## config.mk

```make
export PLATFORM = sky130hd
export DESIGN_NAME = life_engine
export DESIGN_NICKNAME = d
export VERILOG_FILES = /design/src/rtl/life_engine.sv
export SDC_FILE = /design/constraint.sdc
export NUM_CORES = 1
export LEC_CHECK = 0
export ABC_AREA = 1
export BUFFER_PORTS_ARGS = -buffer_cell sky130_fd_sc_hd__buf_2
export CORE_UTILIZATION = 33
export CTS_CLUSTER_DIAMETER = 80
export CTS_CLUSTER_SIZE = 25
export DETAILED_ROUTE_END_ITERATION = 16
export GPL_TIMING_DRIVEN = 0
export MAX_ROUTING_LAYER = met4
export PLACE_DENSITY_LB_ADDON = 0.15
export SYNTH_ARGS = -nofsm -noshare
export SYNTH_HDL_FRONTEND = slang
export SYNTH_SLANG_ARGS = --single-unit
```

## constraint.sdc

```tcl
create_clock -name clk -period 13.8 [get_ports clk]
set_input_delay 2.76 -clock clk [delete_from_list [all_inputs] [get_ports clk]]
set_output_delay 2.76 -clock clk [all_outputs]
set_load 0.01 [all_outputs]
```

## src/rtl/life_engine.sv

```systemverilog
// life_engine: registered Game-of-Life grid that advances one generation per clock
// for a requested number of generations, with dead-edge or toroidal neighbourhoods.
// Optional feature macro: LIFE_ENGINE_EARLY_HALT_EN (a run ends early once the grid
// is still or extinct).
module life_engine #(
  parameter int WIDTH  = 8,
  parameter int HEIGHT = 8,
  parameter int GEN_W  = 16
) (
  input  logic                      clk,
  input  logic                      rst_n,
  input  logic                      load_valid,
  output logic                      load_ready,
  input  logic [WIDTH*HEIGHT-1:0]   load_state,
  input  logic                      step_valid,
  output logic                      step_ready,
  input  logic [GEN_W-1:0]          step_count,
  input  logic                      wrap,
  output logic                      busy,
  output logic                      done,
  output logic [WIDTH*HEIGHT-1:0]   state,
  output logic [GEN_W-1:0]          gen_count,
  output logic                      stable,
  output logic                      extinct
);

  localparam int CELLS = WIDTH * HEIGHT;
  localparam int IDX_W = $clog2(CELLS);

  typedef enum logic {IDLE, RUN} fsm_e;

  fsm_e               fsm_q, fsm_d;
  logic [CELLS-1:0]   grid_q, grid_d;
  logic [GEN_W-1:0]   gen_q, gen_d;
  logic [GEN_W-1:0]   remain_q, remain_d;
  logic               stable_q, stable_d;
  logic               done_q, done_d;
  logic               wrap_q, wrap_d;
  logic [CELLS-1:0]   next_grid;
  logic               halt;

  // Cell (r,c) lives at bit CELLS-1-(r*WIDTH+c): row 0 is the MSB word.
  function automatic logic [IDX_W-1:0] cell_idx(input int unsigned r, input int unsigned c);
    return IDX_W'(CELLS - 1 - (r * WIDTH + c));
  endfunction

  // Neighbour offsets are biased by +1 so the scan stays unsigned; indices 0 and
  // HEIGHT+1 / WIDTH+1 are the off-grid positions that wrap or read as dead.
  function automatic logic [CELLS-1:0] life_next(input logic [CELLS-1:0] g, input logic wr);
    logic [CELLS-1:0] n;
    logic [3:0]       cnt;
    int unsigned      rr, cc;
    n = '0;
    for (int unsigned r = 0; r < HEIGHT; r++) begin
      for (int unsigned c = 0; c < WIDTH; c++) begin
        cnt = '0;
        for (int unsigned dr = 0; dr < 3; dr++) begin
          for (int unsigned dc = 0; dc < 3; dc++) begin
            if (!(dr == 1 && dc == 1)) begin
              rr = r + dr;
              cc = c + dc;
              if (wr || (rr >= 1 && rr <= HEIGHT && cc >= 1 && cc <= WIDTH))
                cnt = cnt + {3'b000, g[cell_idx((rr + HEIGHT - 1) % HEIGHT,
                                                (cc + WIDTH - 1) % WIDTH)]};
            end
          end
        end
        n[cell_idx(r, c)] = (cnt == 4'd3) || (g[cell_idx(r, c)] && cnt == 4'd2);
      end
    end
    return n;
  endfunction

  // Next generation of the current grid using the edge mode captured at step accept.
  always_comb begin
    next_grid = life_next(grid_q, wrap_q);
`ifdef LIFE_ENGINE_EARLY_HALT_EN
    halt = (remain_q == GEN_W'(1)) || (next_grid == grid_q) || (next_grid == '0);
`else
    halt = (remain_q == GEN_W'(1));
`endif
  end

  // Handshake, run control and grid update.
  always_comb begin
    fsm_d    = fsm_q;
    grid_d   = grid_q;
    gen_d    = gen_q;
    remain_d = remain_q;
    stable_d = stable_q;
    done_d   = 1'b0;
    wrap_d   = wrap_q;
    case (fsm_q)
      IDLE: begin
        if (load_valid) begin
          grid_d   = load_state;
          gen_d    = '0;
          stable_d = 1'b0;
        end else if (step_valid) begin
          wrap_d = wrap;
          if (step_count == '0) begin
            done_d = 1'b1;
          end else begin
            fsm_d    = RUN;
            remain_d = step_count;
          end
        end
      end
      RUN: begin
        grid_d   = next_grid;
        gen_d    = gen_q + GEN_W'(1);
        stable_d = (next_grid == grid_q);
        remain_d = remain_q - GEN_W'(1);
        if (halt) begin
          fsm_d  = IDLE;
          done_d = 1'b1;
        end
      end
      default: fsm_d = IDLE;
    endcase
  end

  // State registers with asynchronous clear.
  always_ff @(posedge clk or negedge rst_n) begin
    if (!rst_n) begin
      fsm_q    <= IDLE;
      grid_q   <= '0;
      gen_q    <= '0;
      remain_q <= '0;
      stable_q <= 1'b0;
      done_q   <= 1'b0;
      wrap_q   <= 1'b0;
    end else begin
      fsm_q    <= fsm_d;
      grid_q   <= grid_d;
      gen_q    <= gen_d;
      remain_q <= remain_d;
      stable_q <= stable_d;
      done_q   <= done_d;
      wrap_q   <= wrap_d;
    end
  end

  assign load_ready = (fsm_q == IDLE);
  assign step_ready = (fsm_q == IDLE) && !load_valid;
  assign busy       = (fsm_q == RUN);
  assign done       = done_q;
  assign state      = grid_q;
  assign gen_count  = gen_q;
  assign stable     = stable_q;
  assign extinct    = (grid_q == '0);

endmodule
```

==> results.ini, run 1 <==
[sta]
max_freq_mhz = 129
max-slew-margin-rel = 0.187
final-setup-viol-count = 0
worstMarginPinSlew_ns = 1.21
rsz0062_at_grt = false
slew_viol_final = 0
final.setup.tns_ns = 0
finalWorstPathRequiredPeriod_ns = 7.75
timing.clock.skew_ns = 0.0216
period_share = 0.562
finalHoldViolations = 0

[synth]
yosysWarnings = 0
ys_top_cells_by_area = ha_1 21%, fa_1 19%, nand2_1 15%
postSynthAreaPerCell_sq_um = 7.25
yosys.cell_count.top_type = nand2_1
synthesis_stage_register_bit_count = 100
yosys_most_used_dff = dfrtp_1
synth_nets = 3634
async_sr_flop_fraction = 1.00
synthDominantAreaCellType = ha_1
syn-cell-area_sq_um = 21700
number_of_enable_flip_flop_cells_after_synthesis = 0
sequential_cell_area_fraction_in_the_yosys_report = 0.116
ys_top_cells_by_count = 857 x nand2_1, 533 x inv_1, 356 x ha_1
synth.lib_cells_used.distinct = 47
area_share_of_the_leading_cell_type_in_the_synthesized_netlist = 0.206
syn-instance-count = 2985

[detailed_routing]
drc = 0
num_vias = 20900
vias_per_cell = 5.20
postRouteAntennaNets = 0
drt_wl_total_mm = 84.8
detail_route.first_pass.iterations = 5
initialDrtViolationCount = 1316
dr_wl_cell_um = 21.1

[setup_path]
regToRegSetupSlack_ns = 6.05
cp-end-kind = flip-flop
critical_path.most_common_cell = nand2_1
reg2reg_from = wrap_q
critical_path.max_stage_delay_ns = 0.84
critical-path-slowest-cell = clkbuf_1
setup.worst_path.start_class = flip-flop
reg2reg_to = stable
rr_worst_depth = 31
worst_ep_required_time_ns = 14.12
bufs_and_invs_on_worst_path = 10
timing.critical_path.max_delay_family = buffers and inverters
crit_type = reg2reg
arrival_ns = 8.07
crit_fanout = 10

[clocking]
post_cts.resized_instances = 0
cts.sink_count = 100
clock_insertion_delay_worst_skew_ns = 0.41
cts-root-to-sink-buffers = 2
clk_tree_root_cell = clkbuf_16
post_cts_hold_buffer_count = 0
cts-buffers-inserted = 9
tritoncts = built
cts.clk_slew.worst_paths_ns = 0.08
cts-htree-levels = 3
post_cts.repair.setup_buffers = 0

[power_and_ir_drop]
leakage_nw = 13.6
clock_power_share = 0.073
switching_share = 0.579
internal-power_w = 0.00159
post_route_total_power_w = 0.00379
powerDensity_nw_per_um2 = 159
power_spent_charging_and_discharging_nets_w = 0.00219
power.share.combinational = 0.768
share_seq_of_total_power = 0.160
ir_worst_vdd_mv = 0.0781

[grt]
antenna_violations_before_repair = 0
grt_pass1_wl_mm = 127
overflow = 0
grt_start_max_net_pins = 79
groute.usage.overall = 0.265
first_global_vias = 20700

[cells_and_area]
fin_area_sq_um = 23900
finish.utilization = 0.369
area_growth_pct = 10.2
final_layout_size_suffix_gt1_frac = 0.0732
nets = 3816
final_cell_count_no_fill = 4026

[die]
initial_standard_cell_utilization_of_the_core = 0.335
die_height_um = 258
rows = 93
fp.coreArea_sq_um = 64700
die_area_sq_um = 66600
pin_count = 171
fp.dieW_um = 258

[worst_hold_path]
worst_hold_startpoint = stable
whs_path_depth = 2
class_of_the_most_critical_hold_timing_path = reg2reg
min_delay_worst_endpoint = stable

[job]
max_capacitance_violation_total = 0

[place]
placed_cells_incl_taps = 4011
dp_hpwl_mm = 66.5
gp_routability_congestion = 0.942
numPortBuffers = 170
place_area_sq_um = 23600

[status]
run_status = finished clean

layout make-up:
cell class,count,area (sq um)
Inverter,537,2020
Multi-Input combinational cell,2284,16800
Tap cell,855,1070
Sequential cell,100,2500
Clock buffer,10,229
Timing Repair Buffer,171,885
Clock inverter,4,28.8
Antenna cell,1,2.50
Fill cell,6958,40800
Buffer,64,350
power by group through the flow:
stage / clock network (W) / logic (W) / registers (W)
after floorplan: 0 / 0.00204 / 0.000518
after CTS: 0.000280 / 0.00290 / 0.000603
after global routing: 0.000287 / 0.00334 / 0.000620
final: 0.000275 / 0.00291 / 0.000604
after global placement: 0 / 0.00279 / 0.000609
after detailed placement: 0 / 0.00288 / 0.000609
sequential cells by signal (all words and copies together) (netlist names):
| register | count |
|---|---|
| wrap_q | 1 |
| done | 1 |
| stable | 1 |
| remain_q | 16 |
| busy | 1 |
| state | 64 |
| gen_count | 16 |
placed cells by master, fill, tap and decap left out, drive strengths merged, types with 25 or more instances in the layout:
cell / synthesis / final
buf: 27 / 198
dfrtp: 100 / 100
a21oi: 25 / 25
o221ai: 29 / 29
nor2: 215 / 215
inv: 536 / 536
nand4: 100 / 100
ha: 356 / 356
clkbuf: 37 / 47
o21ai: 88 / 88
nand3b: 50 / 50
nand2: 861 / 861
nand3: 180 / 180
a21boi: 32 / 32
o311ai: 31 / 31
fa: 208 / 208
layer usage:
metal  part of all wire  GRT usage
met2               0.46      0.428
met1               0.45      0.345
met3              0.050     0.0216
met5                  0          -
met4              0.038     0.0978
stage by stage:
stage	hold WS, ns	setup slack, ns
finish	0.499	6.05
global placement	0.464	6.28
global route	0.532	5.73
detailed placement	0.478	6.24
CTS	0.502	6.17
floorplan	0.502	7.60
how the worst max path moves through the flow:
stage / to / depth (start not counted) / startpoint
finish: stable / 31 / wrap_q
global route: stable / 30 / wrap_q
CTS: stable / 31 / wrap_q
detailed placement: stable / 32 / wrap_q
global placement: stable / 32 / wrap_q
floorplan: step_ready / 2 / load_valid
cell families (layout without fill, tap and decap cells):
group | after synthesis | after routing | synth area share
simple gates | 1428 | 1428 | 0.282
buf+inv | 601 | 786 | 0.110
fa+ha+maj | 564 | 564 | 0.398
compound gates | 259 | 259 | 0.0805
flops | 100 | 100 | 0.116
xor+xnor | 19 | 19 | 0.00803
mux | 14 | 14 | 0.00647
other cells | 0 | 1 | 0
worst min-delay path: cells and delay by family, from the launching register on:
kind	cells	cell delay, ns
flip-flops	1	0.36
AND/OR/NAND/NOR	2	0.11
(Power assumes the default switching activity.)
==> run 2: changes to the inputs <==
clock period = 7.2 ns   (was 13.8 ns; I/O delays follow)
==> results.ini, run 2 (synthesized netlist as in run 1, its figures left out) <==
[cells_and_area]
layout_common_cells = 857 x nand2_1, 533 x inv_1, 356 x ha_1
nets = 3815  ; -0.026%
final_layout_size_suffix_gt1_frac = 0.0742  ; +0.000970
fin_area_sq_um = 23900  ; unchanged
nFillCells = 6958  ; unchanged
largest_register_ff_count = 64  ; unchanged
sequential_cell_area_sq_um = 2500  ; unchanged
area_growth_pct = 10.2  ; unchanged
final_cell_count_no_fill = 4024  ; -0.050%
multiInputGateArea_sq_um = 16800  ; unchanged
final_common_cell = nand2_1
antennaDiodeCount = 0  ; -1
finish.utilization = 0.369  ; unchanged

[detailed_routing]
vias_per_cell = 5.22  ; +0.33%
dr_wl_cell_um = 21.1  ; about the same
drc = 0  ; unchanged
postRouteAntennaNets = 0  ; unchanged
initialDrtViolationCount = 1396  ; +6.1%
num_vias = 21000  ; +0.28%
drt_wl_total_mm = 84.7  ; -0.14%
detail_route.first_pass.iterations = 5  ; unchanged

[grt]
overflow = 0  ; unchanged
grt_util_met2 = 0.429  ; +0.000821
antenna_violations_before_repair = 0  ; unchanged
grt_pass1_wl_mm = 127  ; about the same
grt.busiest_layer = met2
gr_met1_demand_resource = 0.345  ; -0.000368
first_global_vias = 20700  ; -0.014%
grt_start_max_net_pins = 79  ; unchanged
groute.usage.overall = 0.265  ; about the same
met3_usage = 0.0217  ; +0.0000982

[sta]
max-slew-margin-rel = 0.151  ; -0.0359
slew_viol_final = 0  ; unchanged
final-setup-viol-count = 0  ; unchanged
final.setup.tns_ns = 0  ; unchanged
finalHoldViolations = 0  ; unchanged
rsz0062_at_grt = false
finalWorstPathRequiredPeriod_ns = 7.00  ; -0.757 ns
timing.clock.skew_ns = 0.0238  ; +0.00221 ns
max_freq_mhz = 143  ; +11%
period_share = 0.972  ; +0.410
worstMarginPinSlew_ns = 1.26  ; +0.0533 ns

[die]
initial_standard_cell_utilization_of_the_core = 0.335  ; unchanged
fp.coreArea_sq_um = 64700  ; unchanged
rows = 93  ; unchanged
die_area_sq_um = 66600  ; unchanged
die_height_um = 258  ; unchanged
pin_count = 171  ; unchanged
fp.dieW_um = 258  ; unchanged

[worst_hold_path]
whs_path_depth = 2  ; unchanged
class_of_the_most_critical_hold_timing_path = reg2reg

[clocking]
cts-root-to-sink-buffers = 2  ; unchanged
cts.clk_slew.worst_paths_ns = 0.08  ; about the same
cts-buffers-inserted = 9  ; unchanged
tritoncts = built
clk_tree_root_cell = clkbuf_16
cts-htree-levels = 3  ; unchanged
clock_insertion_delay_worst_skew_ns = 0.41  ; about the same
cts.sink_count = 100  ; unchanged

[setup_path]
crit_fanout = 19  ; +9
reg2reg_to = stable
cp-end-kind = flip-flop
rr_worst_depth = 31  ; unchanged
bufs_and_invs_on_worst_path = 10  ; unchanged
critical_path.max_stage_delay_ns = 0.49  ; -0.35 ns
cp.depth = 31  ; unchanged
reg2reg_from = wrap_q
crit_type = reg2reg
critical_path.most_common_cell = nand2_1
setup.worst_path.start_class = flip-flop
timing.critical_path.max_delay_family = simple AND/OR/NAND/NOR gates
endpoint = stable
critical-path-slowest-cell = fa_1
arrival_ns = 7.31  ; -0.76 ns
startpoint = wrap_q
regToRegSetupSlack_ns = 0.20  ; -5.84 ns
worst_ep_required_time_ns = 7.52  ; -6.60 ns

[job]
max_capacitance_violation_total = 0  ; unchanged

[place]
placed_cells_incl_taps = 4011  ; unchanged
numPortBuffers = 170  ; unchanged
dp_hpwl_mm = 66.5  ; unchanged
gp_routability_congestion = 0.942  ; unchanged
place_area_sq_um = 23600  ; unchanged

[power_and_ir_drop]
leakage_nw = 13.7  ; about the same
ir_worst_vdd_mv = 0.150  ; +92%
switching_share = 0.578  ; -0.000595
post_route_total_power_w = 0.00725  ; +91%
clock_power_share = 0.073  ; about the same
power.share.combinational = 0.767  ; about the same
internal-power_w = 0.00306  ; +92%
powerDensity_nw_per_um2 = 304  ; +91%
power_spent_charging_and_discharging_nets_w = 0.00419  ; +91%
share_seq_of_total_power = 0.160  ; about the same

[status]
run_status = finished clean

[run 2: changes by cell type in the layout (fill, tap and decap cells not counted)]
cell / before / now
diode_2: 1 / 0
clkbuf_2: 0 / 3
clkbuf_4: 0 / 1
buf_2: 179 / 178
clkbuf_1: 38 / 34
[run 2: worst min path at each step]
| stage | from | endpoint |
|---|---|---|
| 2_1_floorplan | remain_q[14] | remain_q[14] |
| 3_3_place_gp | stable | stable |
| 3_5_place_dp | stable | stable |
| 4_1_cts | stable | stable |
| 5_1_grt | stable | stable |
| 6_report | stable | stable |
[run 2: per-layer routing]
layer,vias up,share of wire,wire length (um)
met4,0,0.037,3110
li1,10000,-,-
met3,124,0.048,4080
met1,10200,0.45,38500
met2,662,0.46,39100
met5,-,0,0
[run 2: worst min-delay path, stage by stage (launching register included)]
cell	delay, ns
dfrtp_1	0.36
nand2_1	0.05
nand2_1	0.05
[run 2: through the flow]
step / worst slack (ns) / hold slack (ns)
floorplan: 2.06 / 0.502
global placement: -0.320 / 0.464
detailed placement: -0.364 / 0.478
CTS: 0.113 / 0.502
global route: 0.00427 / 0.532
finish: 0.205 / 0.496
[run 2: power groups by stage]
stage | sequential (W) | clock [W] | combinational, W
3_5_place_dp | 0.00117 | 0 | 0.00551
4_1_cts | 0.00116 | 0.000536 | 0.00556
3_3_place_gp | 0.00117 | 0 | 0.00535
5_1_grt | 0.00119 | 0.000550 | 0.00640
2_1_floorplan | 0.000994 | 0 | 0.00390
6_report | 0.00116 | 0.000528 | 0.00556
[run 2: final cells by class]
type / instances / share of cell area
inverter: 537 / 0.0847
multi-input combinational: 2284 / 0.703
tap: 855 / 0.0448
clock inverter: 4 / 0.00121
buffer: 63 / 0.0148
timing repair buffer: 171 / 0.0371
clock buffer: 10 / 0.00959
sequential: 100 / 0.105
[run 2: what timing repair did]
action | CTS | global route
hold buffers | 0 | 0
pin swaps | 0 | 0
setup buffers | 0 | 0
endpoints found under the setup margin | 1 | 1
gates resized for setup | 1 | 6
==> run 3: changes to the inputs <==
ABC_AREA = default   (was 1)
==> results.ini, run 3 <==
[status]
run_status = complete, but fails checks
violations = max-capacitance violations, max-slew violations

[sta]
max_freq_mhz = 141  ; -1.3%
final-setup-viol-count = 0  ; unchanged
worstMarginPinSlew_ns = 1.51  ; +0.252 ns
rsz0062_at_grt = false
slew_viol_final = 11  ; +11
period_share = 0.984  ; +0.0126
finalWorstPathRequiredPeriod_ns = 7.09  ; +0.0909 ns
worst_hold_slack_ns = 0.504  ; +0.00806 ns
finalHoldViolations = 0  ; unchanged
timing.clock.skew_ns = 0.0202  ; -0.00361 ns
max-slew-margin-rel = -0.00910  ; -0.160

[detailed_routing]
postRouteAntennaNets = 0  ; unchanged
drc = 0  ; unchanged
dr_wl_cell_um = 29.1  ; +38%
num_vias = 22300  ; +6.4%
detail_route.first_pass.iterations = 5  ; unchanged
vias_per_cell = 5.86  ; +12%
initialDrtViolationCount = 2190  ; +57%
drt_wl_total_mm = 111  ; +31%

[setup_path]
regToRegSetupSlack_ns = 0.11  ; -0.09 ns
critical_path.most_common_cell = ha_1
startpoint = state[41]
worst_ep_required_time_ns = 7.56  ; +0.04 ns
setup.worst_path.start_class = flip-flop
critical_path.max_stage_delay_ns = 1.01  ; +0.52 ns
reg2reg_from = state[41]
crit_type = reg2reg
endpoint = stable
crit_fanout = 12  ; -7
critical_path.cell_chain = inv_1 -> fa_1 -> o21ai_0 -> ha_1 -> ha_1 -> ha_1 -> mux2i_1 -> inv_1 -> ha_1 -> ha_1 -> nand2_1 -> nand3_1 -> o2111ai_1 -> nor4b_2 -> nand4_1 -> or4_4 -> a2111oi_4 -> nand4_1 -> or4_4 -> o21ai_1
rr_worst_depth = 20  ; -35%
reg2reg_to = stable
arrival_ns = 7.44  ; +0.13 ns
cp-end-kind = flip-flop
critical-path-slowest-cell = dfrtp_1

[grt]
first_global_vias = 21900  ; +6.0%
grt_start_max_net_pins = 74  ; -6.3%
groute.usage.overall = 0.322  ; +0.0577
grt_pass1_wl_mm = 158  ; +24%
overflow = 0  ; unchanged
antenna_violations_before_repair = 2  ; +2

[synth]
yosys_most_used_dff = dfrtp_1
ys_top_cells_by_area = ha_1 19%, fa_1 18%, dfrtp_1 11%
yosysWarnings = 0  ; unchanged
syn-cell-area_sq_um = 23100  ; +6.5%
synth.lib_cells_used.distinct = 86  ; +83%
number_of_enable_flip_flop_cells_after_synthesis = 0  ; unchanged
ys_top_cells_by_count = 356 x ha_1, 292 x inv_1, 271 x nand2_1
async_sr_flop_fraction = 1.00  ; unchanged
yosys.cell_count.top_type = ha_1
sequential_cell_area_fraction_in_the_yosys_report = 0.109  ; -0.00703
syn-instance-count = 2680  ; -10%
synth_nets = 3329  ; -8.4%
area_share_of_the_leading_cell_type_in_the_synthesized_netlist = 0.193  ; -0.0125
postSynthAreaPerCell_sq_um = 8.60  ; +19%
synthesis_stage_register_bit_count = 100  ; unchanged
synthDominantAreaCellType = ha_1

[clocking]
tritoncts = built
clock_insertion_delay_worst_skew_ns = 0.42  ; about the same
cts.sink_count = 100  ; unchanged
clk_tree_root_cell = clkbuf_16
post_cts_hold_buffer_count = 0  ; unchanged
cts-htree-levels = 3  ; unchanged
cts-root-to-sink-buffers = 2  ; unchanged
cts.clk_slew.worst_paths_ns = 0.10  ; +0.02 ns
cts-buffers-inserted = 9  ; unchanged

[power_and_ir_drop]
powerDensity_nw_per_um2 = 83.6  ; -72%
post_route_total_power_w = 0.00217  ; -70%
ir_worst_vdd_mv = 0.121  ; -19%
leakage_nw = 13.3  ; -2.3%

[cells_and_area]
final_common_cell = ha_1
nFillCells = 7089  ; +1.9%
layout_common_cells = 343 x ha_1, 292 x inv_1, 271 x nand2_1
largest_register_ff_count = 64  ; unchanged
nets = 3520  ; -7.7%
finish.utilization = 0.377  ; +0.00845
area_growth_pct = 12.7
final_layout_size_suffix_gt1_frac = 0.118  ; +0.0441

[worst_hold_path]
class_of_the_most_critical_hold_timing_path = reg2reg

[die]
pin_count = 171  ; unchanged
fp.dieW_um = 266  ; +3.2%
rows = 96  ; +3.2%
die_area_sq_um = 70900  ; +6.4%
fp.coreArea_sq_um = 68800  ; +6.4%
initial_standard_cell_utilization_of_the_core = 0.335  ; about the same
die_height_um = 266  ; +3.2%

[job]
max_capacitance_violation_total = 1  ; +1

[place]
dp_hpwl_mm = 87.2  ; +31%
gp_routability_congestion = 1.02  ; +7.7%
numPortBuffers = 169  ; -0.59%

==> run 3: where the power goes <==
group / internal, W / switching, W
registers: 0.000628 / 0.0000931
clock network: 0.000243 / 0.000320
logic: 0.000327 / 0.000560
total: 0.00120 / 0.000973
==> run 3: area by class of cell <==
class | instances | area [sq um] | share of cell area
tap | 931 | 1160 | 0.0449
inverter | 293 | 1100 | 0.0423
buffer | 80 | 572 | 0.0220
clock buffer | 10 | 229 | 0.00882
clock inverter | 6 | 53.8 | 0.00207
multi-input combinational | 2205 | 19400 | 0.746
sequential | 100 | 2510 | 0.0966
antenna | 2 | 5.00 | 0.000193
timing repair buffer | 182 | 970 | 0.0373
==> run 3: worst max-delay path: cells and delay by family, from the launching register on <==
| kind | cells | cell delay (ns) |
|---|---|---|
| and+or+nand+nor | 7 | 2.32 |
| adders and majority gates | 6 | 2.18 |
| DFF | 1 | 1.01 |
| buffers and inverters | 2 | 0.70 |
| AOI/OAI and AO/OA | 4 | 0.64 |
| muxes | 1 | 0.17 |
==> run 3: cell families (layout without fill, tap and decap cells) <==
logic type / after synthesis / after routing / synth area share
muxes: 138 / 138 / 0.0622
xor gates and xnor gates: 104 / 104 / 0.0420
buffers and inverters: 375 / 571 / 0.0626
DFF: 100 / 100 / 0.109
and+or+nand+nor: 885 / 885 / 0.200
adders and majority gates: 564 / 564 / 0.374
AOI/OAI and AO/OA: 514 / 514 / 0.151
other: 0 / 2 / 0
==> run 3: what timing repair did <==
action                                  4_1_cts  5_1_grt
pin swaps                                     5       20
resized for setup                            82       34
endpoints found under the setup margin       23        1
buffers inserted                              3        9
==> run 3: routing by layer <==
layer	global-route usage	vias up	wire [um]
li1	-	9938	-
met3	0.0311	188	6490
met5	-	-	0
met2	0.508	925	50700
met1	0.422	11300	48400
met4	0.135	0	5350
==> run 3: stage by stage <==
stage	setup TNS, ns	std cells	area, sq um	worst slack, ns
global placement	-24.21	3780	25100	-3.47
floorplan	0	2680	23100	0.180
detailed placement	-26.01	3781	25100	-3.57
global route	0	3808	26000	0.00988
finish	0	3809	26000	0.114
CTS	0	3799	25700	0.0122
==> run 3: how the worst min path moves through the flow <==
| stage | start | end | slack [ns] | cells after the start |
|---|---|---|---|---|
| final | gen_count[15] | gen_count[15] | 0.50 | 1 |
| after global routing | gen_count[15] | gen_count[15] | 0.52 | 1 |
| after CTS | gen_count[15] | gen_count[15] | 0.50 | 1 |
| after detailed placement | gen_count[15] | gen_count[15] | 0.49 | 1 |
| after global placement | gen_count[15] | gen_count[15] | 0.48 | 1 |
| after floorplan | remain_q[0] | remain_q[0] | 0.48 | 1 |
